`src/rtl/pp_carry_accum_shift_reg_pkg.sv`:
```
// Shared constants, control states and size helpers for the sequential
// Booth multiplier partial-product shift register.
package pp_carry_accum_shift_reg_pkg;

    localparam int unsigned PP_WIDTH = 32;
    localparam int unsigned PP_DIGIT = 4;

    typedef enum logic [1:0] {
        ST_IDLE    = 2'd0,
        ST_ACCUM   = 2'd1,
        ST_RESOLVE = 2'd2,
        ST_DONE    = 2'd3
    } pp_state_e;

    function automatic int unsigned steps_f(input int unsigned width, input int unsigned digit);
        return width / digit;
    endfunction

    function automatic int unsigned row_w_f(input int unsigned width, input int unsigned digit);
        return width + digit - 1;
    endfunction

endpackage

```
`src/rtl/pp_carry_accum_shift_reg_step_counter.sv`:
```
// Step counter: clear, saturating increment, and a flag that says the next
// increment retires the final row.
module pp_step_counter #(
    parameter int unsigned STEPS = 8,
    localparam int unsigned CNT_W = $clog2(STEPS + 1)
) (
    input  logic             clk,
    input  logic             rst_n,
    input  logic             clear_i,
    input  logic             inc_i,
    output logic [CNT_W-1:0] cnt_o,
    output logic             at_last_o
);

    localparam logic [CNT_W-1:0] CNT_MAX  = CNT_W'(STEPS);
    localparam logic [CNT_W-1:0] CNT_LAST = CNT_W'(STEPS - 1);

    logic [CNT_W-1:0] cnt_q;
    logic [CNT_W-1:0] cnt_d;

    always_comb begin
        cnt_d = cnt_q;
        if (clear_i) begin
            cnt_d = '0;
        end else if (inc_i && (cnt_q != CNT_MAX)) begin
            cnt_d = cnt_q + 1'b1;
        end
    end

    always_ff @(posedge clk or negedge rst_n) begin
        if (!rst_n) begin
            cnt_q <= '0;
        end else begin
            cnt_q <= cnt_d;
        end
    end

    // Independent of inc_i so the FSM can use it without a combinational loop.
    assign at_last_o = (cnt_q == CNT_LAST);
    assign cnt_o     = cnt_q;

endmodule

```
`src/rtl/pp_carry_accum_shift_reg.sv`:
```
// Carry-save partial-product / carry shift register with row handshake,
// step control and a registered carry-propagate resolve to a 2*WIDTH product.
module pp_carry_accum_shift_reg
    import pp_carry_accum_shift_reg_pkg::*;
#(
    parameter int unsigned WIDTH = PP_WIDTH,
    parameter int unsigned DIGIT = PP_DIGIT,
    localparam int unsigned STEPS = steps_f(WIDTH, DIGIT),
    localparam int unsigned ROW_W = row_w_f(WIDTH, DIGIT),
    localparam int unsigned CNT_W = $clog2(STEPS + 1)
) (
    input  logic               clk,
    input  logic               rst_n,
    input  logic               start,
    input  logic               signed_mode,
    input  logic               abort,
    input  logic               row_valid,
    output logic               row_ready,
    input  logic [ROW_W-1:0]   row_sum,
    input  logic [ROW_W-1:0]   row_carry,
    output logic [2*WIDTH-1:0] sum_dout,
    output logic [2*WIDTH-1:0] carry_dout,
    output logic               busy,
    output logic               out_valid,
    input  logic               out_ready,
    output logic [2*WIDTH-1:0] product,
    output pp_state_e          dbg_state,
    output logic [CNT_W-1:0]   dbg_cnt
);

    if ((WIDTH % DIGIT) != 0) begin : g_bad_width
        $error("WIDTH must be a multiple of DIGIT");
    end
    if ((DIGIT < 2) || (DIGIT > 8)) begin : g_bad_digit
        $error("DIGIT must lie in 2..8");
    end

    // Handshakes: a row transfers on a rising edge where row_valid && row_ready;
    // a product transfers where out_valid && out_ready. Both ready/valid are
    // state-derived (Moore), and abort overrides any transfer in its cycle.

    pp_state_e          state_q, state_d;
    logic [2*WIDTH-1:0] sum_q, sum_d;
    logic [2*WIDTH-1:0] carry_q, carry_d;
    logic [2*WIDTH-1:0] product_q, product_d;
    logic               sgn_q, sgn_d;
    logic               cnt_clr, cnt_inc, cnt_at_last;
    logic               ext;

    pp_step_counter #(
        .STEPS (STEPS)
    ) u_step_counter (
        .clk       (clk),
        .rst_n     (rst_n),
        .clear_i   (cnt_clr),
        .inc_i     (cnt_inc),
        .cnt_o     (dbg_cnt),
        .at_last_o (cnt_at_last)
    );

    assign ext = sgn_q & row_sum[ROW_W-1];

    always_comb begin
        state_d   = state_q;
        sum_d     = sum_q;
        carry_d   = carry_q;
        product_d = product_q;
        sgn_d     = sgn_q;
        cnt_clr   = 1'b0;
        cnt_inc   = 1'b0;
        if (abort) begin
            state_d = ST_IDLE;
            sum_d   = '0;
            carry_d = '0;
            cnt_clr = 1'b1;
        end else begin
            unique case (state_q)
                ST_IDLE: begin
                    if (start) begin
                        state_d = ST_ACCUM;
                        sum_d   = '0;
                        carry_d = '0;
                        sgn_d   = signed_mode;
                        cnt_clr = 1'b1;
                    end
                end
                ST_ACCUM: begin
                    if (row_valid) begin
                        // Carry row sits one bit above the sum row.
                        sum_d   = {ext, row_sum, sum_q[WIDTH-1:DIGIT]};
                        carry_d = {row_carry, 1'b0, carry_q[WIDTH-1:DIGIT]};
                        cnt_inc = 1'b1;
                        if (cnt_at_last) begin
                            state_d = ST_RESOLVE;
                        end
                    end
                end
                ST_RESOLVE: begin
                    product_d = sum_q + carry_q;
                    state_d   = ST_DONE;
                end
                ST_DONE: begin
                    if (out_ready) begin
                        state_d = ST_IDLE;
                    end
                end
                default: state_d = ST_IDLE;
            endcase
        end
    end

    always_ff @(posedge clk or negedge rst_n) begin
        if (!rst_n) begin
            state_q   <= ST_IDLE;
            sum_q     <= '0;
            carry_q   <= '0;
            product_q <= '0;
            sgn_q     <= 1'b0;
        end else begin
            state_q   <= state_d;
            sum_q     <= sum_d;
            carry_q   <= carry_d;
            product_q <= product_d;
            sgn_q     <= sgn_d;
        end
    end

    assign row_ready  = (state_q == ST_ACCUM);
    assign busy       = (state_q != ST_IDLE);
    assign out_valid  = (state_q == ST_DONE);
    assign sum_dout   = sum_q;
    assign carry_dout = carry_q;
    assign product    = product_q;
    assign dbg_state  = state_q;

endmodule

```
`config.mk`:
```
export PLATFORM = sky130hd
export DESIGN_NAME = pp_carry_accum_shift_reg
export DESIGN_NICKNAME = d
export VERILOG_FILES = /design/src/rtl/pp_carry_accum_shift_reg_pkg.sv /design/src/rtl/pp_carry_accum_shift_reg_step_counter.sv /design/src/rtl/pp_carry_accum_shift_reg.sv
export SDC_FILE = /design/constraint.sdc
export NUM_CORES = 1
export LEC_CHECK = 0
export CAP_MARGIN = 0
export CELL_PAD_IN_SITES_DETAIL_PLACEMENT = 0
export CELL_PAD_IN_SITES_GLOBAL_PLACEMENT = 2
export CORE_MARGIN = 4
export CORE_UTILIZATION = 37
export DETAILED_ROUTE_END_ITERATION = 8
export DONT_BUFFER_PORTS = 1
export PLACE_DENSITY = 0.83
export SETUP_SLACK_MARGIN = 0.5
export SLEW_MARGIN = 20
export SYNTH_ARGS = -nofsm -noshare
export SYNTH_HDL_FRONTEND = slang
export SYNTH_HIERARCHICAL = 1
export SYNTH_SLANG_ARGS = --single-unit
```
`constraint.sdc`:
```
create_clock -name clk -period 3.9 [get_ports clk]
set_input_delay 1.17 -clock clk [delete_from_list [all_inputs] [get_ports clk]]
set_output_delay 1.17 -clock clk [all_outputs]
set_load 0.05 [all_outputs]
```
==> results.py <==
metrics = {
    "routing": {
        "totalWireLength_mm": 32.98,
        "drt_iter0_drc": 620,
        "first_pass_iters": 5,
        "via_per_inst": 5.299,
        "num_vias": 9003,
        "ant_nets": 0,
        "routedWlPerCell_um": 19.41,
        "drc": 0,
    },
    "critical_path": {
        "r2r_start": "sum_dout[40]",
        "critPathKind": "reg2reg",
        "startpoint": "sum_dout[40]",
        "cp.arrival_ps": 3640,
        "critical_path_peak_fanout": 7,
        "cp-endpoint": "product[61]",
        "start_kind": "flop",
        "r2r_slack_ps": 580,
        "cp-end-kind": "flop",
        "r2r.worst_path.cells": 10,
        "critPathRequiredTime_ps": 4220,
        "rr_endpoint": "product[61]",
    },
    "logic_synthesis": {
        "ys_seq_area_share_pct": 43.38,
        "synthArstFlopShare_pct": 100.0,
        "syn_area_sq_mm": 0.01102,
        "synth_seq_cells": 191,
        "synth_edf_count": 0,
        "avgSynthCellArea_sq_um": 8.482,
        "syn_inst": 1299,
        "synth.distinct_cells": 75,
        "yosysWarnings": 6,
        "synth-main-ff-cell": "dfrtp_1",
    },
    "grt": {
        "grt_max_degree": 192,
        "grt_pass1_vias": 8825,
        "grt_usage_pct": 19.86,
        "overflow": 0,
        "grt_pass1_wl_mm": 52.26,
        "antenna_found_initial": 0,
    },
    "die": {
        "row_count": 62,
        "die_h_um": 180.6,
        "start_util_pct": 37.98,
        "top_level_ports": 278,
        "die_w_um": 180.6,
        "fp.coreArea_sq_mm": 0.02901,
        "die_area_sq_mm": 0.03260,
    },
    "clock_tree": {
        "clkTransAtPathRegs_ps": 80,
        "clockRootBuffer": "clkbuf_16",
        "cts_hold_buffers": 0,
        "htree_levels": 4,
        "numCtsBuffers": 17,
        "cts_tree": "yes",
        "post-cts-setup-buffers": 0,
        "insertion_delay_ps": 450,
        "numClockSinks": 191,
        "ctsResizeCount": 0,
        "cts_buffer_depth": 2,
    },
    "timing": {
        "rsz0062_at_grt": "true",
        "worstMarginPinSlew_ps": 707.8,
        "tns_ps": 0,
        "period_share_pct": 85.07,
        "fin_crit_ps": 3318,
        "fmax_ghz": 0.3014,
        "relSlewSlack_pct": 52.82,
        "fin_skew_ps": 15.70,
        "hold_violations": 0,
        "setup_viol": 0,
        "final_max_slew_viol_count": 0,
    },
    "status": {
        "status": "completed",
    },
    "cells_and_area": {
        "stdcell_area_sq_mm": 0.01233,
        "layout-drive-gt1-share_pct": 10.80,
        "fin_nets": 1441,
        "antenna_cells": 0,
        "syn_to_final_growth_pct": 11.87,
    },
    "placed_design": {
        "port_buffers": 0,
        "gp_congestion": 0.8332,
        "post_dp_cell_area_sq_mm": 0.01170,
        "dp_hpwl_mm": 25.10,
    },
    "power": {
        "ir_worst_vdd_mv": 0.4592,
        "power_density_mw_per_mm2": 577.0,
        "p_leak_nw": 5.588,
    },
    "flow_run": {
        "maxCapViolCount": 0,
    },
    "hold_path": {
        "hold_path.class": "in2async",
    },
}
==> flip-flops by register name, indices dropped and copies added (netlist names) <==
signal and flops:
product 64, carry_dout 56, u_step_counter/cnt_o 4, dbg_state 2
sgn_q 1, sum_dout 64
==> worst min path at each step <==
| stage | endpoint | slack, ps | cells after the start |
|---|---|---|---|
| after floorplan | sgn_q | 480 | 1 |
| after CTS | sum_dout[1] | 400 | 0 |
| final | product[9] | 420 | 0 |
| after detailed placement | sgn_q | 510 | 1 |
| after global placement | sgn_q | 490 | 1 |
| after global routing | product[9] | 390 | 0 |
==> synth_stat cells, types with 11 or more instances <==
cell type,count,area share [%]
a21o_1,31,2.1
a21oi_1,58,2.6
clkbuf_1,68,2.3
dfrtp_1,191,43
ha_1,61,6.9
inv_1,22,0.75
nand2_1,359,12
nand2b_1,11,0.62
nand3_1,11,0.50
nand4_1,26,1.5
nor2_1,32,1.1
o21ai_0,192,8.7
o21bai_1,17,1.2
xnor2_1,30,2.4
xor2_1,27,2.1
==> final cells by class <==
class,count,area [sq um]
Fill cell,2957,16690
Multi-Input combinational cell,1002,5863
Sequential cell,191,4788
Timing Repair Buffer,68,535.5
Tap cell,384,480.5
Clock buffer,17,425.4
Clock inverter,15,150.1
Inverter,22,82.58
==> worst max-delay path, cell delays in order, from the launching register on <==
cell and delay (ps):
dfrtp_1 600, ha_2 530, nand4_2 180, or3_4 480, nor4_4 320, o211ai_1 190, o2111ai_2 160, nor2_2 120
o41ai_2 350, xnor2_1 180, o21ai_1 80
==> layer usage <==
layer  up-vias  share of wire [%]  global-route usage (%)
met2       247                 45                   30.50
met1      4228                 47                   27.83
met3        23                7.2                   6.217
met5         -                  0                       0
met4         0                1.3                   4.053
li1       4505                  -                       -
==> kinds of logic after synthesis <==
| group | count (synthesis) | synth area share [%] |
|---|---|---|
| other | 1 | 0.03404 |
| XOR/XNOR | 57 | 4.531 |
| multiplexers | 5 | 0.5110 |
| buffers and inverters | 113 | 4.270 |
| AO/OA/AOI/OAI | 378 | 20.68 |
| flip-flops | 191 | 43.38 |
| adder cells (fa/ha/maj) | 62 | 7.109 |
| AND/OR/NAND/NOR | 492 | 19.49 |
==> layout by cell type (no fill, tap or decap), types with 22 or more instances in the layout <==
master and count:
nand4_1 26, nand2_1 359, a21o_1 31, nor2_1 32
inv_1 22, a21oi_1 57, xnor2_1 30, dfrtp_1 184
ha_1 53, xor2_1 27, buf_4 66, o21ai_0 192
==> where the power goes <==
part / switching (W) / leakage, nW / internal, W
registers: 0.00135 / 2.62 / 0.00226
clock network: 0.000869 / 0.288 / 0.000906
logic: 0.00122 / 2.68 / 0.000503
==> stage by stage <==
| stage | cells | worst slack, ps | utilization (%) | total power [W] | hold slack [ps] |
|---|---|---|---|---|---|
| finish | 1699 | 582.4 | 42.48 | 0.007111 | 419.5 |
| global route | 1699 | 497.3 | 42.48 | 0.007502 | 394.4 |
| CTS | 1699 | 531.9 | 42.31 | 0.007172 | 397.4 |
| detailed placement | 1667 | 553.9 | 40.32 | 0.005384 | 508.5 |
| global placement | 1667 | 544.8 | 40.32 | 0.005361 | 494.8 |
| floorplan | 1306 | 862.3 | - | 0.004816 | 481.6 |
Power figures use the tool's default switching activity.
==> variant (same flow settings) <==
Compare `cnt_q` against `CNT_LAST` with >= in place of ==.
--- a/src/rtl/pp_carry_accum_shift_reg_step_counter.sv
+++ b/src/rtl/pp_carry_accum_shift_reg_step_counter.sv
@@ -36,7 +36,7 @@
     end
 
     // Independent of inc_i so the FSM can use it without a combinational loop.
-    assign at_last_o = (cnt_q == CNT_LAST);
+    assign at_last_o = (cnt_q >= CNT_LAST);
     assign cnt_o     = cnt_q;
 
 endmodule
Function: no difference found for any inputs over 4 cycles, from zero or initial values and one cycle with rst_n low; that may be too few to reach the edited logic, so the function may still have changed.
==> variant against the original RTL <==
Core utilization grew 0.30 points. Sequential cell count is the same. Final area up 0.71%. First-iteration DRC count shrank 31%. Area after synthesis hardly changed. Critical path type unchanged. Worst setup slack improved by 0.074 ns. Total power increased by 2.8%. Routed wire length rose by 0.38%. Largest cell class unchanged. Largest power group unchanged.
==> variant: results (changes against the original RTL) <==
status complete, no violations; DR pass1 iterations 5 (unchanged); vias in the first global route 8867 (+0.48%); Clock Tree Buf Depth 2 (unchanged); GRT Util Overall 0.2004 (+0.001801); largest net degree at the start of global routing 192 (unchanged); slowest cell delay on critical path 0.67 ns (+0.07 ns); Fill cells 2927 (-1.0%); Arr. time, crit path 3.60 ns (-0.04 ns); Post-CTS Setup Bufs 0 (unchanged); PortBufs 0 (unchanged); YS warnings 6 (unchanged); Reg2Reg Depth 9 (-1); clock-pin slew on the worst setup and hold paths 0.08 ns (about the same); gpl congestion 0.8744 (+4.9%); Syn Inst Count 1298 (-0.077%); first-pass GRT wire length 52470 um (+0.41%); CTS Buf Count 17 (unchanged); asr flop ratio synth 1.000 (unchanged); Antenna diodes 0 (unchanged); Final Net Count 1439 (-0.14%); commonest cells in the netlist 358 x nand2_1, 192 x o21ai_0, 191 x dfrtp_1; sequential share of the synthesized area 0.4337 (about the same); Most used DFF post-synth dfrtp_1; Mapped Area 0.01102 sq mm (about the same); Critical R2R Launch sum_dout[3]; Crit Path Max Fanout 6 (-1); htree depth 4 (unchanged); Clock Latency Late Sink 0.46 ns; fraction of layout cells with a size suffix above 1 0.1059 (-0.002120); Netlist cell types 76 (+1.3%); DP HPWL 25070 um (about the same); r2r endpoint product[50]; initial antenna violation count 0 (unchanged); vias per std cell 5.282 (-0.32%); initial DRC count 429 (-31%); skew final 0.01924 ns (+0.003536 ns); DP Worst Slack 0.6532 ns (+0.09930 ns); flop-to-flop setup slack 0.66 ns (+0.07 ns); root buf cell clkbuf_16; DRT Wirelength 33100 um (+0.38%); ranking of synthesized cells by area dfrtp_1 43%, nand2_1 12%, o21ai_0 8.7%; Crit-path slowest cell dfrtp_1; placed cell count 1665 (-0.12%); Leak Pwr 0.005616 uW (+0.50%); drt wl/cell 19.51 um (+0.50%); worst min path class primary input to async pin; Peak supply drop 0.0004325 V (-5.8%); actual slew at the worst max-slew pin 0.7224 ns (+0.01466 ns)
==> variant: final cells by class <==
cell class                 count  area, sq um  share of cell area
multi-input combinational   1001         5872              0.4730
sequential                   191         4785              0.3854
timing repair buffer          67        553.0             0.04455
tap                          384        480.5             0.03871
clock buffer                  19        442.9             0.03568
clock inverter                13        197.7             0.01593
inverter                      22        82.58            0.006653
==> variant: how the worst max path moves through the flow <==
stage               slack, ns      startpoint     endpoint  cells after the start
global route             0.45     sum_dout[3]  product[50]                      9
CTS                      0.62   carry_dout[3]  product[62]                      9
floorplan                0.86     sum_dout[1]  product[45]                     11
finish                   0.66     sum_dout[3]  product[50]                      9
detailed placement       0.65  carry_dout[40]  product[61]                     10
global placement         0.67  carry_dout[40]  product[61]                     10
==> variant: critical path, delay by kind of cell (launching register included) <==
family,cells,cell delay [ns]
flops,1,0.67
fa+ha+maj,1,0.36
compound gates,7,1.97
xor+xnor,1,0.14
==> variant: where the power goes <==
part	internal, uW	switching, uW
registers	2260	1340
clock network	1110	854
logic	522	1230
==> variant: timing repair <==
action / in CTS / in global routing
hold endpoints to repair: 0 / 0
gates resized for setup: 0 / 18
endpoints found under the setup margin: 0 / 15
==> variant: per-stage QoR <==
stage                     hold slack [ns]  area, sq um
after detailed placement           0.4724        11720
after global placement             0.4639        11720
after floorplan                    0.4816        11050
final                              0.4290        12410
after global routing               0.4021        12410
after CTS                          0.4007        12360
==> variant: kinds of logic after synthesis <==
| logic type | share of synthesized area |
|---|---|
| AO/OA/AOI/OAI | 0.2076 |
| XOR/XNOR | 0.04530 |
| adder cells (fa/ha/maj) | 0.07108 |
| buffers and inverters | 0.04269 |
| flip-flops | 0.4337 |
| multiplexers | 0.005109 |
| other | 0.0003403 |
| AND/OR/NAND/NOR | 0.1942 |
==> variant: routing by layer <==
layer	wire length, um	global-route usage
met5	0	0
met1	15000	0.2748
met3	2629	0.06237
met2	14920	0.3092
met4	553	0.05293
